[src/rtl/seed_a_pkg.sv]
// Shared definitions for the seed-A storage protocol.
// Holds the default beat geometry, the storage command encodings and the
// client FSM state encoding. The storage-side bench reuses the state type.
// Contents:
//   SEED_WORD_W, SEED_WORDS, SEED_W   default beat width, beat count, seed width
//   SEEDA_CMD_START_IN/OUT            st_cmd encodings
//   seed_a_state_e                    client FSM states
//   cnt_width()                       beat counter width, never below 1 bit
package seed_a_pkg;

  localparam int unsigned SEED_WORD_W = 64;
  localparam int unsigned SEED_WORDS  = 2;
  localparam int unsigned SEED_W      = SEED_WORD_W * SEED_WORDS;

  localparam logic SEEDA_CMD_START_IN  = 1'b1;
  localparam logic SEEDA_CMD_START_OUT = 1'b0;

  typedef enum logic [2:0] {
    StIdle,
    StCmd,
    StXfer,
    StVcmd,
    StVxfer,
    StRsp
  } seed_a_state_e;

  function automatic int unsigned cnt_width(input int unsigned n);
    return (n > 1) ? $clog2(n) : 1;
  endfunction

endpackage

[src/rtl/seed_a_client_beats.sv]
// Beat register file and framing checker for seed_a_client.
// Holds Words x WordW beats, a beat counter, and a sticky error flag.
// Build option: SEED_A_CLIENT_READBACK_VERIFY_EN adds a beat comparator.
// Ports:
//   clk, rst        clock, asynchronous active-low reset
//   load            latch load_seed, clear counter and error
//   load_seed       whole seed, beat k at [k*WordW +: WordW]
//   step            a beat handshake completes this cycle
//   step_last       isLast flag accompanying that beat
//   wr_en           on step, overwrite the current beat with wr_beat
//   wr_beat         incoming beat
//   cmp_en          (verify build) on step, flag wr_beat != current beat
//   rd_beat         beat at the current counter
//   at_last         counter points at the final beat
//   seed            whole register file
//   err             sticky framing/compare error
module seed_a_client_beats
  import seed_a_pkg::*;
#(
  parameter int unsigned WordW = SEED_WORD_W,
  parameter int unsigned Words = SEED_WORDS
) (
  input  logic                   clk,
  input  logic                   rst,
  input  logic                   load,
  input  logic [WordW*Words-1:0] load_seed,
  input  logic                   step,
  input  logic                   step_last,
  input  logic                   wr_en,
  input  logic [WordW-1:0]       wr_beat,
`ifdef SEED_A_CLIENT_READBACK_VERIFY_EN
  input  logic                   cmp_en,
`endif
  output logic [WordW-1:0]       rd_beat,
  output logic                   at_last,
  output logic [WordW*Words-1:0] seed,
  output logic                   err
);

  localparam int unsigned CntW = cnt_width(Words);
  localparam logic [CntW-1:0] LastIdx = CntW'(Words - 1);

  logic [Words-1:0][WordW-1:0] beats_q, beats_d;
  logic [CntW-1:0]             cnt_q, cnt_d;
  logic                        err_q, err_d;
  logic                        beat_bad;

  assign at_last = (cnt_q == LastIdx);
  assign rd_beat = beats_q[cnt_q];
  assign seed    = beats_q;
  assign err     = err_q;

  always_comb begin
    beat_bad = (step_last != at_last);
`ifdef SEED_A_CLIENT_READBACK_VERIFY_EN
    // Compare before the readback beat overwrites the written one.
    if (cmp_en && (wr_beat != rd_beat)) begin
      beat_bad = 1'b1;
    end
`endif
  end

  always_comb begin
    beats_d = beats_q;
    cnt_d   = cnt_q;
    err_d   = err_q;
    if (load) begin
      beats_d = load_seed;
      cnt_d   = '0;
      err_d   = 1'b0;
    end else if (step) begin
      if (wr_en) begin
        beats_d[cnt_q] = wr_beat;
      end
      // Returning to 0 after the last beat readies the readback pass.
      cnt_d = at_last ? '0 : cnt_q + CntW'(1);
      if (beat_bad) begin
        err_d = 1'b1;
      end
    end
  end

  always_ff @(posedge clk or negedge rst) begin
    if (!rst) begin
      beats_q <= '0;
      cnt_q   <= '0;
      err_q   <= 1'b0;
    end else begin
      beats_q <= beats_d;
      cnt_q   <= cnt_d;
      err_q   <= err_d;
    end
  end

endmodule

[src/rtl/seed_a_client.sv]
// Initiator side of the seed-A storage protocol.
// Takes a whole-seed write or read request, issues a start-in/start-out
// command, streams Words beats low word first, checks isLast framing and
// returns one response per request. All outputs decode registered state.
// Build option: SEED_A_CLIENT_READBACK_VERIFY_EN reads the seed back after
// each write and flags any beat that differs.
// Ports:
//   clk, rst                      clock, asynchronous active-low reset
//   req_*                         user request (direction, seed, handshake)
//   rsp_*                         response (seed, err, handshake)
//   st_cmd*                       storage command channel
//   st_in*                        beats toward storage, isLast from storage
//   st_out*                       beats from storage
module seed_a_client
  import seed_a_pkg::*;
#(
  parameter int unsigned WordW = SEED_WORD_W,
  parameter int unsigned Words = SEED_WORDS
) (
  input  logic                   clk,
  input  logic                   rst,
  input  logic                   req_writeElseRead,
  input  logic [WordW*Words-1:0] req_seed,
  input  logic                   req_isReady,
  output logic                   req_canReceive,
  output logic [WordW*Words-1:0] rsp_seed,
  output logic                   rsp_err,
  output logic                   rsp_isReady,
  input  logic                   rsp_canReceive,
  output logic                   st_cmd,
  output logic                   st_cmd_isReady,
  input  logic                   st_cmd_canReceive,
  output logic [WordW-1:0]       st_in,
  output logic                   st_in_isReady,
  input  logic                   st_in_canReceive,
  input  logic                   st_in_isLast,
  input  logic [WordW-1:0]       st_out,
  input  logic                   st_out_isReady,
  output logic                   st_out_canReceive,
  input  logic                   st_out_isLast
);

  seed_a_state_e state_q, state_d;
  logic          dir_q, dir_d;  // 1 = write

  logic             load, step, step_last, wr_en;
  logic [WordW-1:0] rd_beat;
  logic             at_last;
`ifdef SEED_A_CLIENT_READBACK_VERIFY_EN
  logic             cmp_en;
`endif

  seed_a_client_beats #(
    .WordW (WordW),
    .Words (Words)
  ) u_beats (
    .clk       (clk),
    .rst       (rst),
    .load      (load),
    .load_seed (req_seed),
    .step      (step),
    .step_last (step_last),
    .wr_en     (wr_en),
    .wr_beat   (st_out),
`ifdef SEED_A_CLIENT_READBACK_VERIFY_EN
    .cmp_en    (cmp_en),
`endif
    .rd_beat   (rd_beat),
    .at_last   (at_last),
    .seed      (rsp_seed),
    .err       (rsp_err)
  );

  always_ff @(posedge clk or negedge rst) begin
    if (!rst) begin
      state_q <= StIdle;
      dir_q   <= 1'b0;
    end else begin
      state_q <= state_d;
      dir_q   <= dir_d;
    end
  end

  always_comb begin
    state_d = state_q;
    dir_d   = dir_q;
    unique case (state_q)
      StIdle: begin
        if (req_isReady) begin
          dir_d   = req_writeElseRead;
          state_d = StCmd;
        end
      end
      StCmd: begin
        if (st_cmd_canReceive) begin
          state_d = StXfer;
        end
      end
      StXfer: begin
        if (dir_q) begin
          if (st_in_canReceive && at_last) begin
`ifdef SEED_A_CLIENT_READBACK_VERIFY_EN
            state_d = StVcmd;
`else
            state_d = StRsp;
`endif
          end
        end else if (st_out_isReady && at_last) begin
          state_d = StRsp;
        end
      end
`ifdef SEED_A_CLIENT_READBACK_VERIFY_EN
      StVcmd: begin
        if (st_cmd_canReceive) begin
          state_d = StVxfer;
        end
      end
      StVxfer: begin
        if (st_out_isReady && at_last) begin
          state_d = StRsp;
        end
      end
`endif
      StRsp: begin
        if (rsp_canReceive) begin
          state_d = StIdle;
        end
      end
      default: state_d = StIdle;
    endcase
  end

  always_comb begin
    req_canReceive    = (state_q == StIdle);
    st_cmd_isReady    = 1'b0;
    st_cmd            = SEEDA_CMD_START_OUT;
    st_in             = rd_beat;
    st_in_isReady     = 1'b0;
    st_out_canReceive = 1'b0;
    rsp_isReady       = 1'b0;
    load              = 1'b0;
    step              = 1'b0;
    step_last         = 1'b0;
    wr_en             = 1'b0;
`ifdef SEED_A_CLIENT_READBACK_VERIFY_EN
    cmp_en            = 1'b0;
`endif
    unique case (state_q)
      StIdle: load = req_isReady;
      StCmd: begin
        st_cmd_isReady = 1'b1;
        st_cmd         = dir_q ? SEEDA_CMD_START_IN : SEEDA_CMD_START_OUT;
      end
      StXfer: begin
        if (dir_q) begin
          st_in_isReady = 1'b1;
          step          = st_in_canReceive;
          step_last     = st_in_isLast;
        end else begin
          st_out_canReceive = 1'b1;
          step              = st_out_isReady;
          step_last         = st_out_isLast;
          wr_en             = 1'b1;
        end
      end
`ifdef SEED_A_CLIENT_READBACK_VERIFY_EN
      StVcmd: begin
        st_cmd_isReady = 1'b1;
        st_cmd         = SEEDA_CMD_START_OUT;
      end
      StVxfer: begin
        st_out_canReceive = 1'b1;
        step              = st_out_isReady;
        step_last         = st_out_isLast;
        wr_en             = 1'b1;
        cmp_en            = 1'b1;
      end
`endif
      StRsp: rsp_isReady = 1'b1;
      default: ;
    endcase
  end

endmodule

[config.mk]
export PLATFORM = sky130hd
export DESIGN_NAME = seed_a_client
export DESIGN_NICKNAME = d
export VERILOG_FILES = /design/src/rtl/seed_a_pkg.sv /design/src/rtl/seed_a_client_beats.sv /design/src/rtl/seed_a_client.sv
export SDC_FILE = /design/constraint.sdc
export NUM_CORES = 1
export LEC_CHECK = 0
export BUFFER_PORTS_ARGS = -buffer_cell sky130_fd_sc_hd__buf_4
export CAP_MARGIN = 25
export CORE_MARGIN = 8
export CORE_UTILIZATION = 34
export CTS_BUF_LIST = sky130_fd_sc_hd__clkbuf_16
export DETAILED_ROUTE_END_ITERATION = 12
export PLACE_DENSITY = 0.7
export SYNTH_ARGS = -nofsm -noshare
export SYNTH_HDL_FRONTEND = slang
export SYNTH_SLANG_ARGS = --single-unit
[constraint.sdc]
create_clock -name clk -period 2.8 [get_ports clk]
set_clock_uncertainty 0.15 [all_clocks]
set_input_delay 0.84 -clock clk [delete_from_list [all_inputs] [get_ports clk]]
set_output_delay 0.84 -clock clk [all_outputs]
set_load 0.005 [all_outputs]
==> flow_summary.ini, run 1 <==
[critical_path]
arrival_ns = 1.69
max_stage_delay_ns = 0.47
worstSetupStartpointType = flip-flop
rr_worst_depth = 4
cp.required_ns = 1.81
cp_top_family = flip-flops
r2r_slack_ns = 0.62
critPathKind = reg2out
path_depth = 3
slowest_stage = dfrtp_4
crit_buf_inv = 2
path_cells = buf_12, mux2_2, buf_4
r2r_end = u_beats.seed[111]
crit_fanout = 35
startpoint = u_beats.at_last
crit_path_end = st_in[25]
cp-end-kind = output pin
reg2reg_from = state_q[2]

[logic_synthesis]
synth_fp_nets = 1040
ys_ff_latch = 134
ys_top_cells_by_area = dfrtp_1 44%, o211ai_1 12%, mux2_2 9.6%, o31a_1 5.9%, o21ai_0 4.8%
syn_inst = 838
ys.flop_type = dfrtp_1
synth_cell_types = 28
synth_xor_area_share_pct = 0.115
synth_seq_area_share_pct = 44.1
synth-simple-area-share_pct = 8.38
synth_compound_area_share_pct = 29.3
synth_fa_ha_area_share_pct = 0
synth_warnings = 0
synth_top_family_by_area = compound AO/OA/AOI/OAI gates
netlist_area_sq_um = 7600
muxShareOfSynthArea_pct = 9.89
async_flop_share_pct = 100
synth_top_cell_by_area = dfrtp_1
synth_top_area_share_pct = 44.1
syn_area_per_cell_sq_um = 9.07
synth_edf_count = 0

[floorplan]
boundaryPins = 401
die_x_um = 166
start_util_pct = 34.7
dieArea_sq_um = 27400
die_h_um = 166
fp-row-count = 54
coreArea_sq_um = 21900

[clock_tree]
cts_tree = yes
clk_latency_ns = 0.41
htreeDepth = 4
clock_sinks = 134
path_clk_slew_ns = 0.07
clock_path_buffers = 2
cts_buffers = 17
ctsRootBufferMaster = clkbuf_16
hold_buffers = 0

[global_route]
met1_usage_pct = 25.6
grt_pass1_vias = 8282
grt_pass1_wl_um = 47400
antenna_found_initial = 0
grt_remaining_overflow = 0
grtUsageTotal_pct = 22.1
grt.busiest_layer = met2
grt_start_max_net_pins = 181
grt_use_met2_pct = 37.5
use_met3_pct = 6.97

[final_layout]
drive_gt1_share_pct = 43.5
nets = 1390
num-fill-cells = 2055
multi_input_area_sq_um = 3660
seq_area_sq_um = 3360
final_cell_mix = 406 x buf_4, 133 x dfrtp_1, 118 x o211ai_1
syn_to_final_growth_pct = 51.0
final_common_cell = buf_4
design_area_sq_um = 11500
n_antenna_cell = 0

[place]
place.gp.congestion = 0.808
dp_slack_ns = 0.0719
place.detailed.hpwl_um = 22900
io_buffers = 400
dpl_cell_area_sq_um = 10900

[timing]
worstMarginPinSlew_ns = 0.738
maxSlewViolCount = 0
slew_headroom_pct = 50.8
finalSetupTns_ns = 0
rsz0062_at_grt = no
layout_worst_path_cycle_share_pct = 95.8
setup_viol = 0
period_needed_ns = 2.68
hold_viol_final = 0
clock.fmax_mhz = 373
fin_ws_ns = 0.119

[detailed_routing]
num_vias = 8006
vias_per_cell = 5.41
ant_nets = 0
wl_per_cell_um = 21.5
dr.pass1.iters = 5
route.detailed.drc = 0
totalWireLength_um = 31800
drt-initial-drc-count = 559

[pwr]
p_leak_nw = 5.25
vdd_drop_max_uv = 491
power.total_w = 0.0128
p_per_area_nw_per_um2 = 1110

[outcome]
status = finished, final reports clean

[hold_path]
hp-class = in2async

[run]
drv_cap = 0
[synthesized netlist by cell type, types with 6 or more instances]
cell      instances
a21oi_1          71
nor2_1           71
clkbuf_1         66
inv_1            61
o31a_1           51
dfrtp_1         134
buf_2            10
nand2_1          65
a41oi_1          18
o21ai_0          73
mux2_2           65
o211ai_1        118
buf_1             7
buf_6             6
[cell type report]
class,instances,share of cell area (%)
multi-input combinational,554,31.9
clock inverter,15,1.34
timing repair buffer,420,28.8
tap,280,3.05
inverter,61,1.99
sequential,134,29.2
clock buffer,17,3.71
[stage by stage]
step	instances	hold slack, ns	util, %
after floorplan	838	0.339	-
after global placement	1446	0.331	49.6
after detailed placement	1446	0.345	49.6
after CTS	1480	0.144	52.4
after global routing	1481	0.150	52.4
final	1481	0.145	52.4
[registers in the layout, indices dropped and copies added, names as in the netlist]
signal,count
u_beats.seed,128
state_q,3
dir_q,1
u_beats.at_last,1
u_beats.err,1
[what timing repair did]
item,4_1_cts,5_1_grt
gates resized for setup,0,0
endpoints found under the setup margin,32,0
buffers inserted,2,0
[power by group]
group / switching (W) / total [W] / internal, W
combinational: 0.00305 / 0.00669 / 0.00364
clock: 0.000925 / 0.00224 / 0.00132
sequential: 0.000938 / 0.00383 / 0.00289
[worst min-delay path by stage]
stage                           start                to  cells past startpoint
after floorplan           u_beats.err       u_beats.err                      1
after global placement    u_beats.err       u_beats.err                      1
after detailed placement  u_beats.err       u_beats.err                      1
after CTS                         rst  u_beats.seed[70]                      1
after global routing              rst  u_beats.seed[70]                      1
final                             rst  u_beats.seed[70]                      1
[kinds of logic after synthesis]
family,Yosys count
muxes,67
DFF,134
AOI/OAI and AO/OA,333
buffers and inverters,150
and+or+nand+nor,153
xor gates and xnor gates,1
[routing by layer]
layer / routed length (um) / up-vias
li1: - / 3734
met1: 12400 / 3864
met2: 15600 / 355
met3: 2960 / 53
met4: 944 / 0
met5: 0 / -
Power figures use the tool's default switching activity.
==> run 2, diff against run 1 <==
--- a/config.mk
+++ b/config.mk
@@ -7,11 +7,12 @@
 export LEC_CHECK = 0
 export BUFFER_PORTS_ARGS = -buffer_cell sky130_fd_sc_hd__buf_4
 export CAP_MARGIN = 25
-export CORE_MARGIN = 8
-export CORE_UTILIZATION = 34
+export CORE_AREA = 8 8 150 152
 export CTS_BUF_LIST = sky130_fd_sc_hd__clkbuf_16
+export CTS_CLUSTER_SIZE = 30
 export DETAILED_ROUTE_END_ITERATION = 12
-export PLACE_DENSITY = 0.7
+export DIE_AREA = 0 0 158 160
+export PLACE_DENSITY = 0.76
 export SYNTH_ARGS = -nofsm -noshare
 export SYNTH_HDL_FRONTEND = slang
 export SYNTH_SLANG_ARGS = --single-unit
==> run 2 against run 1 <==
Hold slack gained 0.081 ns. Count of clock-buffer cells in the layout unchanged. Non-clock buffer count up 6. Cell count down 0.27%. Clock power about the same. Setup slack got worse by 0.00085 ns. Combinational power grew 1%. Flip-flop and latch count unchanged. Total power increased by 0.22%. Critical path type unchanged. Critical endpoint is now st_cmd.
==> flow_summary.ini, run 2 (synthesis results as in run 1) <==
[detailed_routing]
num_vias = 8078
ant_nets = 0
totalWireLength_um = 31400
dr.pass1.iters = 5
drt-initial-drc-count = 480
vias_per_cell = 5.47
wl_per_cell_um = 21.2
route.detailed.drc = 0

[clock_tree]
hold_buffers = 0
post-cts-setup-buffers = 2
cts_buffers = 17
cts-resized-gates = 0
clk_latency_ns = 0.40
clock_path_buffers = 2
htreeDepth = 4
cts_tree = yes
clock_sinks = 134
ctsRootBufferMaster = clkbuf_16
path_clk_slew_ns = 0.06

[critical_path]
path_cells = nor2b_1, nor2b_1, and2_1, buf_4
crit_fanout = 8
cp.required_ns = 1.81
arrival_ns = 1.69
r2r_slack_ns = 0.47
cp_common_cell = nor2b_1
startpoint = state_q[1]
crit_path_end = st_cmd
critPathKind = reg2out
worstSetupStartpointType = flip-flop
r2r_end = u_beats.seed[85]
slowest_stage = dfrtp_1
reg2reg_from = state_q[2]
rr_worst_depth = 4
max_stage_delay_ns = 0.48
cp-end-kind = output pin

[floorplan]
fp-row-count = 52
die_x_um = 158
coreArea_sq_um = 20000
boundaryPins = 401
dieArea_sq_um = 25300
start_util_pct = 37.9
die_h_um = 160

[global_route]
antenna_found_initial = 0
grtUsageTotal_pct = 24.1
grt_pass1_wl_um = 47800
grt_remaining_overflow = 0
grt_pass1_vias = 8207
grt_start_max_net_pins = 181

[final_layout]
largest_register_ff_count = 128
design_area_sq_um = 11500
final_common_cell = buf_4
syn_to_final_growth_pct = 51.3
nets = 1396
drive_gt1_share_pct = 43.9
n_antenna_cell = 0
final_cell_mix = 413 x buf_4, 133 x dfrtp_1, 118 x o211ai_1
fin_util_pct = 57.4

[timing]
hold_viol_final = 0
rsz0062_at_grt = no
worstMarginPinSlew_ns = 0.894
maxSlewViolCount = 0
slew_headroom_pct = 40.4
setup_viol = 0
clock.fmax_mhz = 373
layout_worst_path_cycle_share_pct = 95.8
whs_ns = 0.226
period_needed_ns = 2.68
fin_ws_ns = 0.118
finalSetupTns_ns = 0

[pwr]
p_per_area_nw_per_um2 = 1110
vdd_drop_max_uv = 662
p_leak_nw = 5.26

[place]
io_buffers = 400
dpl_cell_area_sq_um = 10900
place.gp.congestion = 0.853
place.detailed.hpwl_um = 22700
dp_slack_ns = 0.0727

[hold_path]
hp-class = in2async

[run]
drv_cap = 0

[outcome]
status = finished, final reports clean
[run 2: changes by cell type in the layout (fill, tap and decap cells not counted)]
cell / delta
clkinv_1: -2
buf_12: -1
clkinv_4: -3
inv_1: +1
buf_4: +7
clkinvlp_4: +4
[run 2: worst max-delay path: cells and delay by family, from the launching register on]
family	cells	cell delay, ns
DFF	1	0.48
and+or+nand+nor	3	0.71
buffers and inverters	1	0.11
[run 2: worst min path at each step]
stage / start / to / slack [ns] / depth (start not counted)
final: rst / u_beats.seed[12] / 0.23 / 1
after global routing: rst / u_beats.seed[12] / 0.25 / 1
after CTS: rst / u_beats.seed[16] / 0.23 / 1
after detailed placement: u_beats.err / u_beats.err / 0.35 / 1
after global placement: u_beats.err / u_beats.err / 0.33 / 1
after floorplan: u_beats.err / u_beats.err / 0.34 / 1
[run 2: layout make-up]
class                   count  area, sq um
well taps                 270          338
clock buffers              17          425
clock inverters            15          154
flip-flops and latches    134         3360
multi-input cells         554         3660
repair buffers            426         3340
inverters                  61          229
fillers                  1796         8540
[run 2: layer usage]
layer,vias up,share of wire (%),GRT usage (%)
li1,3743,-,-
met3,47,8.3,6.32
met5,-,0,0
met4,0,2.2,7.25
met2,343,50,41.0
met1,3945,40,29.1
[run 2: stage by stage]
step,std cells,total power [W]
detailed placement,1442,0.0106
floorplan,838,0.00680
global placement,1442,0.0104
CTS,1476,0.0129
finish,1477,0.0128
global route,1477,0.0136
[run 2: power by group]
part / switching (W) / internal [W] / total [W]
Combinational: 0.00309 / 0.00367 / 0.00676
Sequential: 0.000918 / 0.00289 / 0.00381
Clock: 0.000907 / 0.00131 / 0.00222
==> run 3, diff against run 2 <==
--- a/config.mk
+++ b/config.mk
@@ -5,14 +5,16 @@
 export SDC_FILE = /design/constraint.sdc
 export NUM_CORES = 1
 export LEC_CHECK = 0
+export ABC_AREA = 1
 export BUFFER_PORTS_ARGS = -buffer_cell sky130_fd_sc_hd__buf_4
 export CAP_MARGIN = 25
-export CORE_AREA = 8 8 150 152
+export CORE_MARGIN = 8
+export CORE_UTILIZATION = 41
 export CTS_BUF_LIST = sky130_fd_sc_hd__clkbuf_16
 export CTS_CLUSTER_SIZE = 30
 export DETAILED_ROUTE_END_ITERATION = 12
-export DIE_AREA = 0 0 158 160
-export PLACE_DENSITY = 0.76
+export PLACE_DENSITY = 0.82
+export SETUP_SLACK_MARGIN = 0.15
 export SYNTH_ARGS = -nofsm -noshare
 export SYNTH_HDL_FRONTEND = slang
 export SYNTH_SLANG_ARGS = --single-unit
==> constraint.sdc (replaced) <==
create_clock -name clk -period 2.2 [get_ports clk]
set_clock_uncertainty 0.15 [all_clocks]
set_input_delay 0.66 -clock clk [delete_from_list [all_inputs] [get_ports clk]]
set_output_delay 0.66 -clock clk [all_outputs]
set_load 0.005 [all_outputs]
==> run 3 against run 2 <==
The flow now finishes with violations (setup timing). Global-route usage grew 0.32 points. Highest routed layer unchanged. Total power grew 54%. Routed wire length rose by 20%. Sequential power is 19% higher. Count of clock-buffer cells in the layout did not move. Critical endpoint is now st_in[24].
==> flow_summary.ini, run 3 <==
[pwr]
power_frac_comb_pct = 61.5
p_seq_share_pct = 23.2
switchingPower_w = 0.00856
p_per_area_nw_per_um2 = 1410
power_frac_clock_pct = 15.3
p_leak_nw = 7.66
vdd_drop_max_uv = 777
power.total_w = 0.0196
internal_power_w = 0.0111
sw_frac_of_total_pct = 43.6

[detailed_routing]
route.detailed.drc = 0
dr.pass1.iters = 5
wl_per_cell_um = 19.3
totalWireLength_um = 37500
drt-initial-drc-count = 799
ant_nets = 0
num_vias = 10200
vias_per_cell = 5.27

[logic_synthesis]
synth_top_area_share_pct = 40.1
synth_edf_count = 0
synth_common_cells = 603 x nand2_1, 138 x inv_1, 134 x dfrtp_1
ys_ff_latch = 134
ys_top_cells_by_area = dfrtp_1 40%, nand2_1 27%, nand3_1 8.0%, inv_1 6.2%, o21ai_2 5.9%
synth_top_cell_by_area = dfrtp_1
ys.flop_type = dfrtp_1
async_flop_share_pct = 100
yosysMostFrequentCell = nand2_1
syn_inst = 1243
synth_cell_types = 25
synth_warnings = 0
synth_fp_nets = 1445
syn_area_per_cell_sq_um = 6.73
synth_seq_area_share_pct = 40.1
netlist_area_sq_um = 8360

[critical_path]
cp_top_family = buffers and inverters
cp_common_cell = nand2_2
cp.required_ns = 1.39
cp-end-kind = output pin
crit_fanout = 8
worstSetupStartpointType = flip-flop
arrival_ns = 1.61
crit_buf_inv = 4
max_stage_delay_ns = 0.50
critPathKind = reg2out
path_cells = clkinv_8, buf_12, clkbuf_16, nand2_2, nand2_2, buf_6
slowest_stage = dfrtp_4

[final_layout]
final_common_cell = nand2_1
final_cells = 1944
largest_register_ff_count = 128
fin_util_pct = 69.3
n_antenna_cell = 0
drive_gt1_share_pct = 42.5
nets = 1863
syn_to_final_growth_pct = 66.6
final_cell_mix = 502 x nand2_1, 406 x buf_4, 134 x inv_1
num-fill-cells = 1512

[clock_tree]
clock_sinks = 134
cts_tree = yes
cts_buffers = 17
clk_latency_ns = 0.43
ctsRootBufferMaster = clkbuf_16
path_clk_slew_ns = 0.06
clock_path_buffers = 2
htreeDepth = 4

[timing]
maxSlewViolCount = 0
slew_headroom_pct = 76.6
fin_ws_ns = -0.223
clock.fmax_mhz = 413
whs_ns = 0.315
rsz0062_at_grt = yes
layout_worst_path_cycle_share_pct = 110
period_needed_ns = 2.42
hold_viol_final = 0
setup_viol = 68
worstMarginPinSlew_ns = 0.350

[outcome]
violations = setup timing
status = finished with violations

[global_route]
grt_pass1_wl_um = 50500
antenna_found_initial = 0
grt_start_max_net_pins = 84
grt_pass1_vias = 9636
grt_remaining_overflow = 0
grtUsageTotal_pct = 24.4

[place]
place.gp.congestion = 0.857
dp.cells = 1851
place.detailed.hpwl_um = 22300
io_buffers = 400

[floorplan]
dieArea_sq_um = 25200
boundaryPins = 401
start_util_pct = 41.6
die_x_um = 159
coreArea_sq_um = 20100
fp-row-count = 52
die_h_um = 159

[hold_path]
hp-class = in2reg

[run]
drv_cap = 0
[run 3: layout make-up]
type	instances	area [sq um]	share of cell area, %
Clock buffer	17	425	3.05
Tap cell	270	338	2.43
Sequential cell	134	3360	24.1
Timing Repair Buffer	483	4490	32.2
Multi-Input combinational cell	885	4590	32.9
Clock inverter	15	185	1.33
Inverter	140	541	3.88
[run 3: worst min-delay path, stage by stage]
cell     delay (ns)
buf_4          0.08
nand2_1        0.06
nand2_1        0.05
[run 3: per-layer routing]
| metal | wire length [um] | part of all wire [%] | up-vias | global-route usage (%) |
|---|---|---|---|---|
| li1 | - | - | 4672 | - |
| met3 | 3230 | 8.6 | 96 | 6.80 |
| met4 | 1460 | 3.9 | 0 | 11.1 |
| met1 | 13900 | 37 | 4848 | 27.1 |
| met2 | 18900 | 50 | 624 | 42.7 |
| met5 | 0 | 0 | - | 0 |
[run 3: power by group through the flow]
stage	combinational, W	clock, W	sequential (W)
after floorplan	0.00510	0	0.00410
after global placement	0.00858	0	0.00429
after detailed placement	0.00880	0	0.00430
after CTS	0.00958	0.00301	0.00430
after global routing	0.0131	0.00313	0.00465
final	0.0121	0.00301	0.00455
[run 3: final timing paths]
| check | start | endpoint | slack, ns | depth (start not counted) |
|---|---|---|---|---|
| hold reg to reg | u_beats.err | u_beats.err | 0.36 | 2 |
| setup reg to reg | state_q[2] | u_beats.seed[73] | 0.08 | 11 |
| hold / removal | req_writeElseRead | dir_q | 0.32 | 3 |
| min in group asynchronous | rst | u_beats.seed[61] | 0.56 | 2 |
| max in group asynchronous | rst | u_beats.seed[18] | 0.77 | 3 |
| setup / recovery | u_beats.at_last | st_in[24] | -0.22 | 6 |
[run 3: stage by stage]
| stage | setup TNS (ns) | setup WS [ns] | area, sq um |
|---|---|---|---|
| final | -8.38 | -0.223 | 13900 |
| after detailed placement | 0 | 0.164 | 11500 |
| after global placement | 0 | 0.221 | 11500 |
| after CTS | -8.82 | -0.184 | 12500 |
| after global routing | -11.79 | -0.248 | 13900 |
| after floorplan | 0 | 0.126 | 8360 |
[run 3: timing repair]
action,in CTS,in global routing
endpoints found under the hold margin,28,0
pin swaps,4,13
gates resized for setup,27,212
gates cloned,4,29
endpoints found under the setup margin,70,156
hold buffers,1,0
setup buffers,14,13
[run 3: cell families after synthesis]
| logic type | synth area share, % |
|---|---|
| AO/OA/AOI/OAI | 10.5 |
| buffers and inverters | 13.1 |
| flip-flops | 40.1 |
| AND/OR/NAND/NOR | 36.3 |
